--- src/rtl/lcv_mul32_seq.sv ---
// lcv_mul32_seq: sequential WIDTHxWIDTH -> 2*WIDTH multiplier, four 17x17 signed partial products, valid/ready in and out
module lcv_mul32_seq #(
    parameter int WIDTH = 32
) (
    input  logic             clk,
    input  logic             rst,
    input  logic             inp_valid,
    output logic             inp_ready,
    input  logic [WIDTH-1:0] inp_a,
    input  logic [WIDTH-1:0] inp_b,
    input  logic             inp_a_signed,
    input  logic             inp_b_signed,
    output logic             outp_valid,
    input  logic             outp_ready,
    output logic [WIDTH-1:0] outp_lo,
    output logic [WIDTH-1:0] outp_hi
);
    localparam int HALF = WIDTH / 2;

    typedef enum logic [1:0] {IDLE, RUN, DONE} state_t;

    state_t               state_q;
    logic [1:0]           step_q;
    logic [2*WIDTH-1:0]   acc_q, acc_d, pe, pp;
    logic [WIDTH-1:0]     a_q, b_q, lo_q, hi_q;
    logic                 as_q, bs_q, valid_q, accept;
    logic signed [HALF:0] x, y;
    logic signed [2*HALF+1:0] p;

    assign inp_ready  = rst & ((state_q == IDLE) | ((state_q == DONE) & outp_ready));
    assign accept     = inp_valid & inp_ready;
    assign outp_valid = valid_q;
    assign outp_lo    = lo_q;
    assign outp_hi    = hi_q;

    // select the operand halves for this step, multiply signed, align and accumulate
    always_comb begin
        x     = step_q[1] ? $signed({as_q & a_q[WIDTH-1], a_q[WIDTH-1:HALF]}) : $signed({1'b0, a_q[HALF-1:0]});
        y     = step_q[0] ? $signed({bs_q & b_q[WIDTH-1], b_q[WIDTH-1:HALF]}) : $signed({1'b0, b_q[HALF-1:0]});
        p     = x * y;
        pe    = {{(2*WIDTH-2*HALF-2){p[2*HALF+1]}}, p};
        pp    = (step_q == 2'd0) ? pe : ((step_q == 2'd3) ? (pe << WIDTH) : (pe << HALF));
        acc_d = acc_q + pp;
    end

    // control FSM with operand latch, accumulator and registered result
    always_ff @(posedge clk) begin
        if (!rst) begin
            state_q <= IDLE;
            step_q  <= 2'd0;
            acc_q   <= '0;
            a_q     <= '0;
            b_q     <= '0;
            as_q    <= 1'b0;
            bs_q    <= 1'b0;
            valid_q <= 1'b0;
            lo_q    <= '0;
            hi_q    <= '0;
        end else if (accept) begin
            a_q     <= inp_a;
            b_q     <= inp_b;
            as_q    <= inp_a_signed;
            bs_q    <= inp_b_signed;
            acc_q   <= '0;
            step_q  <= 2'd0;
            state_q <= RUN;
            valid_q <= 1'b0;
        end else if (state_q == RUN) begin
            acc_q  <= acc_d;
            step_q <= step_q + 2'd1;
            if (step_q == 2'd3) begin
                state_q      <= DONE;
                valid_q      <= 1'b1;
                {hi_q, lo_q} <= acc_d;
            end
        end else if ((state_q == DONE) && outp_ready) begin
            state_q <= IDLE;
            valid_q <= 1'b0;
        end
    end
endmodule

--- config.mk ---
export PLATFORM = sky130hd
export DESIGN_NAME = lcv_mul32_seq
export DESIGN_NICKNAME = d
export VERILOG_FILES = /design/src/rtl/lcv_mul32_seq.sv
export SDC_FILE = /design/constraint.sdc
export NUM_CORES = 1
export LEC_CHECK = 0
export ABC_CLOCK_PERIOD_IN_PS = 13400
export CORE_MARGIN = 1
export CORE_UTILIZATION = 41
export DETAILED_ROUTE_END_ITERATION = 8
export RECOVER_POWER = 100
export SYNTH_ARGS = -nofsm -noshare
export SYNTH_HDL_FRONTEND = slang
export SYNTH_SLANG_ARGS = --single-unit
--- constraint.sdc ---
create_clock -name clk -period 13.4 [get_ports clk]
set_input_delay 2.01 -clock clk [delete_from_list [all_inputs] [get_ports clk]]
set_output_delay 2.01 -clock clk [all_outputs]
set_load 0.05 [all_outputs]
# == Yosys cells after proc, flatten, opt, wreduce, memory -nomap -nowiden ==
# Index checks and enable logic that the tools add are counted.
# word_totals
register_bits,199
in_bits,70
out_inout_bits,66
# op_classes
add_sub_neg,2
multipliers,1
eq_ne,5
mux,11
n_bitwise,8
reduce_logical,9
# ops
cell,count
64-bit 2-to-1 mux,2
64-bit adder,1
17-bit by 17-bit multiplier with 34-bit output,1
17-bit 2-to-1 mux,2
2-bit 2-to-1 mux,3
1-bit bitwise AND,5
2-bit == test (second input constant),2
2-bit zero test,2
1-bit 2-to-1 mux,4
2-bit AND reduction,2
3-bit != test (second input constant),1
3-bit AND reduction,1
3-bit nonzero test,1
2-bit by 1-bit adder with 2-bit output (second input constant),1
2-bit by 1-bit == test with 1-bit output (second input constant),1
2-bit != test (second input constant),1
1-bit NOT,2
2-bit nonzero test,1
2-bit OR reduction,1
1-bit logical AND,1
1-bit OR,1

# == Longest topological paths before layout ==
# Gate-level depths: netlist (run 1).
# logic_depth
word_depth,7
depth_mapped,42
depth_no_buf,37

# == Least setup slack after synthesis (run 1) ==
# OpenSTA, ideal clock, no wires.
# synth_path
kind,register -> register
startpoint,reg step_q[0]
endpoint,"reg hi_q[25], in the netlist outp_hi[25]"
t_arrival_ns,9.759
required_time_ns,13.339
path_slack_ns,3.581
stages_incl_launch_ff,41
path_buffers,5
path_cell_list,dfxtp_1 -> buf_1 -> clkbuf_1 -> mux2_2 -> nand2_1 -> inv_1 -> fa_1 -> inv_1 -> fa_1 -> inv_1 -> fa_1 -> fa_1 -> fa_1 -> inv_1 -> fa_1 -> inv_1 -> ha_1 -> clkbuf_1 -> [5 not listed] -> o21ai_1 -> o21ai_0 -> nor3b_1 -> nor3_1 -> clkbuf_1 -> a21oi_1 -> ha_1 -> clkbuf_1 -> nand2_1 -> o21ai_0 -> nor2b_1 -> a211o_1 -> a21oi_1 -> o31a_1 -> o21a_1 -> o211ai_2 -> a2111oi_0 -> a311o_1
# synth_via
elab_chain_len,5
word_cells_on_any_way,8
classes_between,add/sub (1); mul (1); eq/ne (1); mux (3); reduce/logical (2)
# synth_rtl
item,line,source
from (decl),23,logic [1:0] step_q;
from (signal assigned),70,step_q <= step_q + 2'd1;
17-bit 2-to-1 mux,39,"y = step_q[0] ? $signed({bs_q & b_q[WIDTH-1], b_q[WIDTH-1:HALF]}) : $signed({1'b0, b_q[HALF-1:0]});"
17-bit by 17-bit multiplier with 34-bit output,40,p = x * y;
64-bit 2-to-1 mux (2 in a row),42,pp = (step_q == 2'd0) ? pe : ((step_q == 2'd3) ? (pe << WIDTH) : (pe << HALF));
64-bit adder,43,acc_d = acc_q + pp;
to (signal assigned),58,hi_q <= '0;
to (signal assigned),74,"{hi_q, lo_q} <= acc_d;"
to (decl),25,"logic [WIDTH-1:0] a_q, b_q, lo_q, hi_q;"
# Several ways; a longest one is shown, not always the timed one.
# A chain may end at the register's enable or synchronous reset.

# == Final worst setup path (run 1) ==
# layout_path
startpoint,reg step_q[1]
endpoint,reg acc_q[52]
# layout_via
elab_chain_len,5
word_cells_on_any_way,7
classes_between,add/sub (1); mul (1); eq/ne (1); mux (3); reduce/logical (1)
# layout_rtl
item,line,source
17-bit 2-to-1 mux,38,"x = step_q[1] ? $signed({as_q & a_q[WIDTH-1], a_q[WIDTH-1:HALF]}) : $signed({1'b0, a_q[HALF-1:0]});"
17-bit by 17-bit multiplier with 34-bit output,40,
64-bit 2-to-1 mux,42,
64-bit 2-to-1 mux (*),42,
64-bit adder (*),43,
to (signal assigned),51,acc_q <= '0;
to (signal assigned),64,acc_q <= '0;
to (signal assigned),69,acc_q <= acc_d;
to (decl),24,"logic [2*WIDTH-1:0] acc_q, acc_d, pe, pp;"
# Every way passes the cells marked *; elsewhere a longest branch is shown, timed or not.

==> impl_metrics.tcl, run 1 <==
set metrics [dict create \
    timing.rr.end "acc_q[52]$_SDFFE_PP0P_" \
    ioPinCount 136 \
    violations "max-capacitance violations, max-slew violations" \
    routed_wl_um 69100 \
    antenna_found_initial 2 \
    ys_top_cells_by_area "fa_1 26%, dfxtp_1 18%, nand2_1 8.8%" \
    routabilityCongestion 0.967 \
    power_report.internal_total_uw 971 \
    timing.critical_path.buf_inv 5 \
    timing.critical_path.slowest_cell_delay_ps 1550 \
    cts_resized 0 \
    grt_use_met2 0.420 \
    syn_nets 3280 \
    clockPowerShare 0.382 \
    grt_busiest_layer "met2" \
    fin_total_pwr_mw 1.47 \
    ys_seq_elements 198 \
    p_sw_uw 499 \
    grt_max_degree 74 \
    core_area_um2 54000 \
    synthCells 2763 \
    cts.sinks 198 \
    synth_edf_count 0 \
    die_y_um 236 \
    cp_max_fo 36 \
    final_common_cell "nand2_1" \
    r2r_setup_slack_ps 1450 \
    dp_hpwl_um 55000 \
    antenna_left 0 \
    drv_slew 224 \
    cts_setup_buffers 0 \
    power.density_nw_per_um2 58.8 \
    rsz0062_at_grt "false" \
    irDropWorstVdd_mv 0.103 \
    ff2ff_path_depth 32 \
    seq_area_frac_synth 0.176 \
    yosysTopAreaCell "fa_1" \
    regArea_um2 3960 \
    clock_latency_ps 520 \
    maxSlewHeadroom -1.10 \
    arrival_ps 12410 \
    clkSlewWorstSetupHoldPaths_ps 90 \
    synth_cell_types 80 \
    required_ps 13860 \
    nFillCells 5340 \
    critical_path_class "reg2reg" \
    hold_buffers 0 \
    cpMostUsedCell "fa_1" \
    num_rows 85 \
    design_area_um2 25000 \
    vias 19567 \
    p_comb_frac 0.202 \
    fmax_mhz 83.7 \
    grt_pass1_vias 19845 \
    crit_path_start_kind "register" \
    min_period_over_period 0.892 \
    place_area_um2 24400 \
    grt_remaining_overflow 0 \
    syn2layout_area_growth_pct 11.2 \
    dr.pass1.iters 5 \
    min_path_cells 2 \
    p_leak_nw 11.6 \
    worst_pin_slew_ps 3150 \
    async_flop_share 0 \
    cts.htree.levels 4 \
    period_needed_ps 11950 \
    mostFrequentLayoutCells "524 x nand2_1, 323 x inv_1, 297 x fa_1" \
    seq_power_share 0.417 \
    syn_area_per_cell_um2 8.14 \
    use_met3 0.0319 \
    hold_class "reg2reg" \
    syn-cell-area_um2 22500 \
    cts_tree "yes" \
    final_core_util 0.463 \
    end_kind "register" \
    hold_viol_final 0 \
    fp.dieW_um 236 \
    die_area_um2 55800 \
    tns_ps 0 \
    critical-path-top-delay-family "adder cells" \
    sw_frac_of_total 0.340 \
    start_util 0.416 \
    synth_ff_type "dfxtp_1" \
    drive_gt1_frac 0.0407 \
    grt_pass1_wl_um 111000 \
    clock_skew_ps 18.5 \
    track_usage 0.254 \
    clk_path_buf_depth 2 \
    cts_buffers 17 \
    synth_top_cell_area_share 0.264 \
    hp-start "outp_lo[12]$_SDFFE_PN0P_" \
    via_per_inst 5.55 \
    use_met1 0.345 \
    multi_input_area_um2 16800 \
    place.port_buffers 135 \
    drt_iter0_drc 1272 \
    post-route-drc-count 0 \
    post_drt_wl_per_cell_um 19.6 \
    setup_violations 0 \
    drv_cap 4 \
    outcome "finished with violations" \
    root_buffer "clkbuf_16" \
    cp_slowest_cell "dfxtp_1" \
    holdPathEnd "outp_lo[12]$_SDFFE_PN0P_" \
    yosysWarnings 0 \
    nNetsFinal 3331 \
    rr_startpoint "step_q[1]$_SDFFE_PP0P_" \
]
## synthesized netlist by cell type, drive strengths merged, types with 4 or more instances
library cell	n
a2111oi	6
a211oi	19
a21boi	6
a21o	61
a21oi	254
a221o	6
a221oi	4
a22o	4
a31oi	14
and2	24
and3	15
buf	25
clkbuf	106
dfxtp	198
fa	297
ha	150
inv	323
mux2	29
mux2i	40
nand2	526
nand2b	14
nand3	67
nand4	24
nor2	225
nor2b	13
nor3	21
nor4	6
o211ai	9
o21a	16
o21ai	77
o21bai	16
o221ai	6
o22ai	7
o31ai	9
o41ai	5
or2	6
or3	10
or4	5
xnor2	52
xor2	33
## cells by family after synthesis
logic type,count (synthesis),synth area share
XOR/XNOR,85,0.0331
adder cells (fa/ha/maj),447,0.348
buffers and inverters,455,0.0768
AND/OR/NAND/NOR,966,0.183
AO/OA/AOI/OAI,543,0.151
multiplexers,69,0.0323
flip-flops,198,0.176
## sequential cells by signal, summed over array words and instances, names as in the netlist
register,count
outp_hi,32
b_q,32
bs_q,1
step_q,2
as_q,1
state_q,2
acc_q,64
a_q,32
outp_lo,32
## metrics by stage
step / hold WS [ps] / setup WS [ps] / std cells
after floorplan: 433 / 3580 / 2763
after global placement: 446 / 2370 / 3491
after detailed placement: 450 / 2400 / 3491
after CTS: 460 / 2330 / 3523
after global routing: 482 / 858 / 3523
final: 455 / 1450 / 3524
## area by class of cell
class,instances,share of cell area
diodes,1,0.000100
clock buffers,18,0.0176
clock inverters,14,0.00711
inverters,324,0.0487
multi-input cells,2110,0.671
flip-flops and latches,198,0.159
well taps,696,0.0348
repair buffers,163,0.0622
## metal layers
layer	part of all wire	routed length, µm
met2	0.48	33100
met1	0.45	31000
met5	0	0
met3	0.046	3190
met4	0.026	1810
## worst max-delay path by stage
stage	start	end	slack, ps	cells past startpoint
2_1_floorplan	step_q[0]$_SDFFE_PP0P_	outp_hi[25]$_SDFFE_PN0P_	3580	40
3_3_place_gp	step_q[1]$_SDFFE_PP0P_	outp_hi[20]$_SDFFE_PN0P_	2370	32
3_5_place_dp	step_q[1]$_SDFFE_PP0P_	acc_q[52]$_SDFFE_PP0P_	2400	32
4_1_cts	step_q[1]$_SDFFE_PP0P_	outp_hi[20]$_SDFFE_PN0P_	2330	32
5_1_grt	step_q[1]$_SDFFE_PP0P_	acc_q[52]$_SDFFE_PP0P_	860	32
6_report	step_q[1]$_SDFFE_PP0P_	acc_q[52]$_SDFFE_PP0P_	1450	32
## power by group through the flow
stage / Combinational (mW) / Sequential (mW) / Clock, mW
detailed placement: 0.293 / 0.626 / 0
global route: 0.321 / 0.615 / 0.594
CTS: 0.295 / 0.613 / 0.579
floorplan: 0.187 / 0.621 / 0
global placement: 0.292 / 0.626 / 0
finish: 0.296 / 0.613 / 0.562
## worst reg2reg max path: cells and delay by family, from the launching register on
kind | cells | cell delay (ps)
and+or+nand+nor | 8 | 2020
buffers and inverters | 5 | 360
adders and majority gates | 8 | 3670
DFF | 1 | 1550
muxes | 1 | 1200
xor gates and xnor gates | 1 | 320
AOI/OAI and AO/OA | 9 | 2770
Power figures use the tool's default switching activity.
==> run 2: changes to the inputs <==
--- a/config.mk
+++ b/config.mk
@@ -7,6 +7,7 @@
 export LEC_CHECK = 0
 export ABC_CLOCK_PERIOD_IN_PS = 13400
+export CORE_ASPECT_RATIO = 0.5
 export CORE_MARGIN = 1
-export CORE_UTILIZATION = 41
+export CORE_UTILIZATION = 40
 export DETAILED_ROUTE_END_ITERATION = 8
 export RECOVER_POWER = 100
==> constraint.sdc (replaced) <==
create_clock -name clk -period 13.4 [get_ports clk]
set_input_delay 2.01 -clock clk [delete_from_list [all_inputs] [get_ports clk]]
set_output_delay 2.01 -clock clk [all_outputs]
set_load 0.02 [all_outputs]
==> run 2 against run 1 <==
Net effect:
- the run still ends with max-capacitance violations, max-slew violations left
- flip-flop and latch count is the same
- sequential share of layout area is essentially flat
- core utilization shrank 1.2 points
- worst hold slack lost 3.0 ps
- cell count grew 1.8%
- clock power shrank 2%
- non-clock buffer count grew 5
- via count shrank 1.2%
- first-iteration DRC count grew 26%
- largest power group unchanged
==> impl_metrics.tcl, run 2 (synthesized netlist as in run 1, its figures left out) <==
set metrics [dict create \
    outcome "finished with violations" \
    violations "max-capacitance violations, max-slew violations" \
    dr.pass1.iters 6 \
    cts_tree "yes" \
    timing.critical_path.slowest_cell_delay_ps 1100 \
    grt_pass1_vias 19139 \
    worst_pin_slew_ps 3700 \
    final_cells 3588 \
    cts.htree.levels 4 \
    period_needed_ps 11710 \
    end_kind "register" \
    crit_path_start_kind "register" \
    cts_setup_buffers 0 \
    place.port_buffers 135 \
    fp.dieW_um 337 \
    dp.cells 3556 \
    nNetsFinal 3336 \
    post-route-drc-count 0 \
    clk_path_buf_depth 2 \
    place_area_um2 24500 \
    hold_viol_final 0 \
    pre_cts_ws_ps 2730 \
    hold_class "reg2reg" \
    routed_wl_um 70700 \
    layout_setup_ws_ps 1690 \
    design_area_um2 25100 \
    via_per_inst 5.39 \
    num_rows 61 \
    clock_skew_ps 17.7 \
    drv_slew 326 \
    drive_gt1_frac 0.0399 \
    grt_max_degree 81 \
    cts_buffers 17 \
    tns_ps 0 \
    critical_path_class "reg2reg" \
    critical-path-top-delay-family "adder cells" \
    core_area_um2 55600 \
    mostFrequentLayoutCells "523 x nand2_1, 323 x inv_1, 297 x fa_1" \
    grt_pass1_wl_um 111000 \
    n_antenna_cell 0 \
    start_util 0.405 \
    syn2layout_area_growth_pct 11.4 \
    clkSlewWorstSetupHoldPaths_ps 90 \
    fmax_mhz 85.4 \
    fin_total_pwr_mw 1.47 \
    min_period_over_period 0.874 \
    die_area_um2 57200 \
    cts.sinks 198 \
    ioPinCount 136 \
    required_ps 13830 \
    drt_iter0_drc 1597 \
    vias 19338 \
    largest_reg_flops 64 \
    nFillCells 5572 \
    antenna_left 0 \
    rsz0062_at_grt "false" \
    arrival_ps 12130 \
    clock_latency_ps 490 \
    post_drt_wl_per_cell_um 19.7 \
    maxSlewHeadroom -1.47 \
    hold_buffers 0 \
    final_core_util 0.451 \
    track_usage 0.254 \
    cp_slowest_cell "dfxtp_1" \
    cp_max_fo 19 \
    regMostFlops "acc_q" \
    drv_cap 5 \
    setup_violations 0 \
    root_buffer "clkbuf_16" \
    p_leak_nw 11.6 \
    die_y_um 170 \
    power.density_nw_per_um2 58.7 \
    hold-worst-slack_ps 452 \
    routabilityCongestion 0.961 \
    dp_hpwl_um 55300 \
    antenna_found_initial 0 \
    cts_resized 0 \
    timing.critical_path.buf_inv 5 \
    grt_remaining_overflow 0 \
    irDropWorstVdd_mv 0.0954 \
    cpMostUsedCell "fa_1" \
    final_common_cell "nand2_1" \
]
==> run 2: cell count changes in the layout (fill, tap and decap cells not counted), sizes merged <==
| cell | before | now |
|---|---|---|
| clkinvlp | 1 | 2 |
| clkbuf | 20 | 25 |
| inv | 330 | 329 |
| diode | 1 | 0 |
| buf | 26 | 27 |
| clkinv | 6 | 5 |
==> run 2: final cells by class <==
cell class                 instances  area (µm²)  area share
multi-input combinational       2110       16800       0.669
sequential                       198        3960       0.158
clock inverter                    13         159     0.00634
inverter                         324        1220      0.0486
tap                              756         946      0.0378
clock buffer                      19         433      0.0173
timing repair buffer             168        1580      0.0629
==> run 2: power by group <==
part           total (mW)  leakage, nW  internal (mW)  switching (mW)
Combinational       0.309         9.72          0.101           0.209
Clock               0.550        0.284          0.267           0.283
Sequential          0.612         1.60          0.601          0.0113
==> run 2: worst paths after layout <==
kind	startpoint	endpoint	cells past startpoint	slack [ps]
setup / recovery	step_q[1]$_SDFFE_PP0P_	outp_hi[20]$_SDFFE_PN0P_	33	1690
hold / removal	outp_lo[14]$_SDFFE_PN0P_	outp_lo[14]$_SDFFE_PN0P_	2	450
setup reg to reg	step_q[1]$_SDFFE_PP0P_	outp_hi[20]$_SDFFE_PN0P_	33	1690
hold reg to reg	outp_lo[14]$_SDFFE_PN0P_	outp_lo[14]$_SDFFE_PN0P_	2	450
==> run 2: routing by layer <==
layer | GRT usage | routed length [µm] | vias up
li1 | - | - | 9153
met2 | 0.388 | 30900 | 619
met3 | 0.0475 | 4950 | 77
met1 | 0.369 | 33500 | 9489
met5 | 0 | 0 | -
met4 | 0.0621 | 1410 | 0
==> run 2: worst reg2reg max path: cells and delay by family, from the launching register on <==
family,cells,cell delay [ps]
buffers and inverters,5,670
adders and majority gates,8,3910
xor gates and xnor gates,1,220
and+or+nand+nor,9,2030
DFF,1,1100
AOI/OAI and AO/OA,9,2870
muxes,1,860
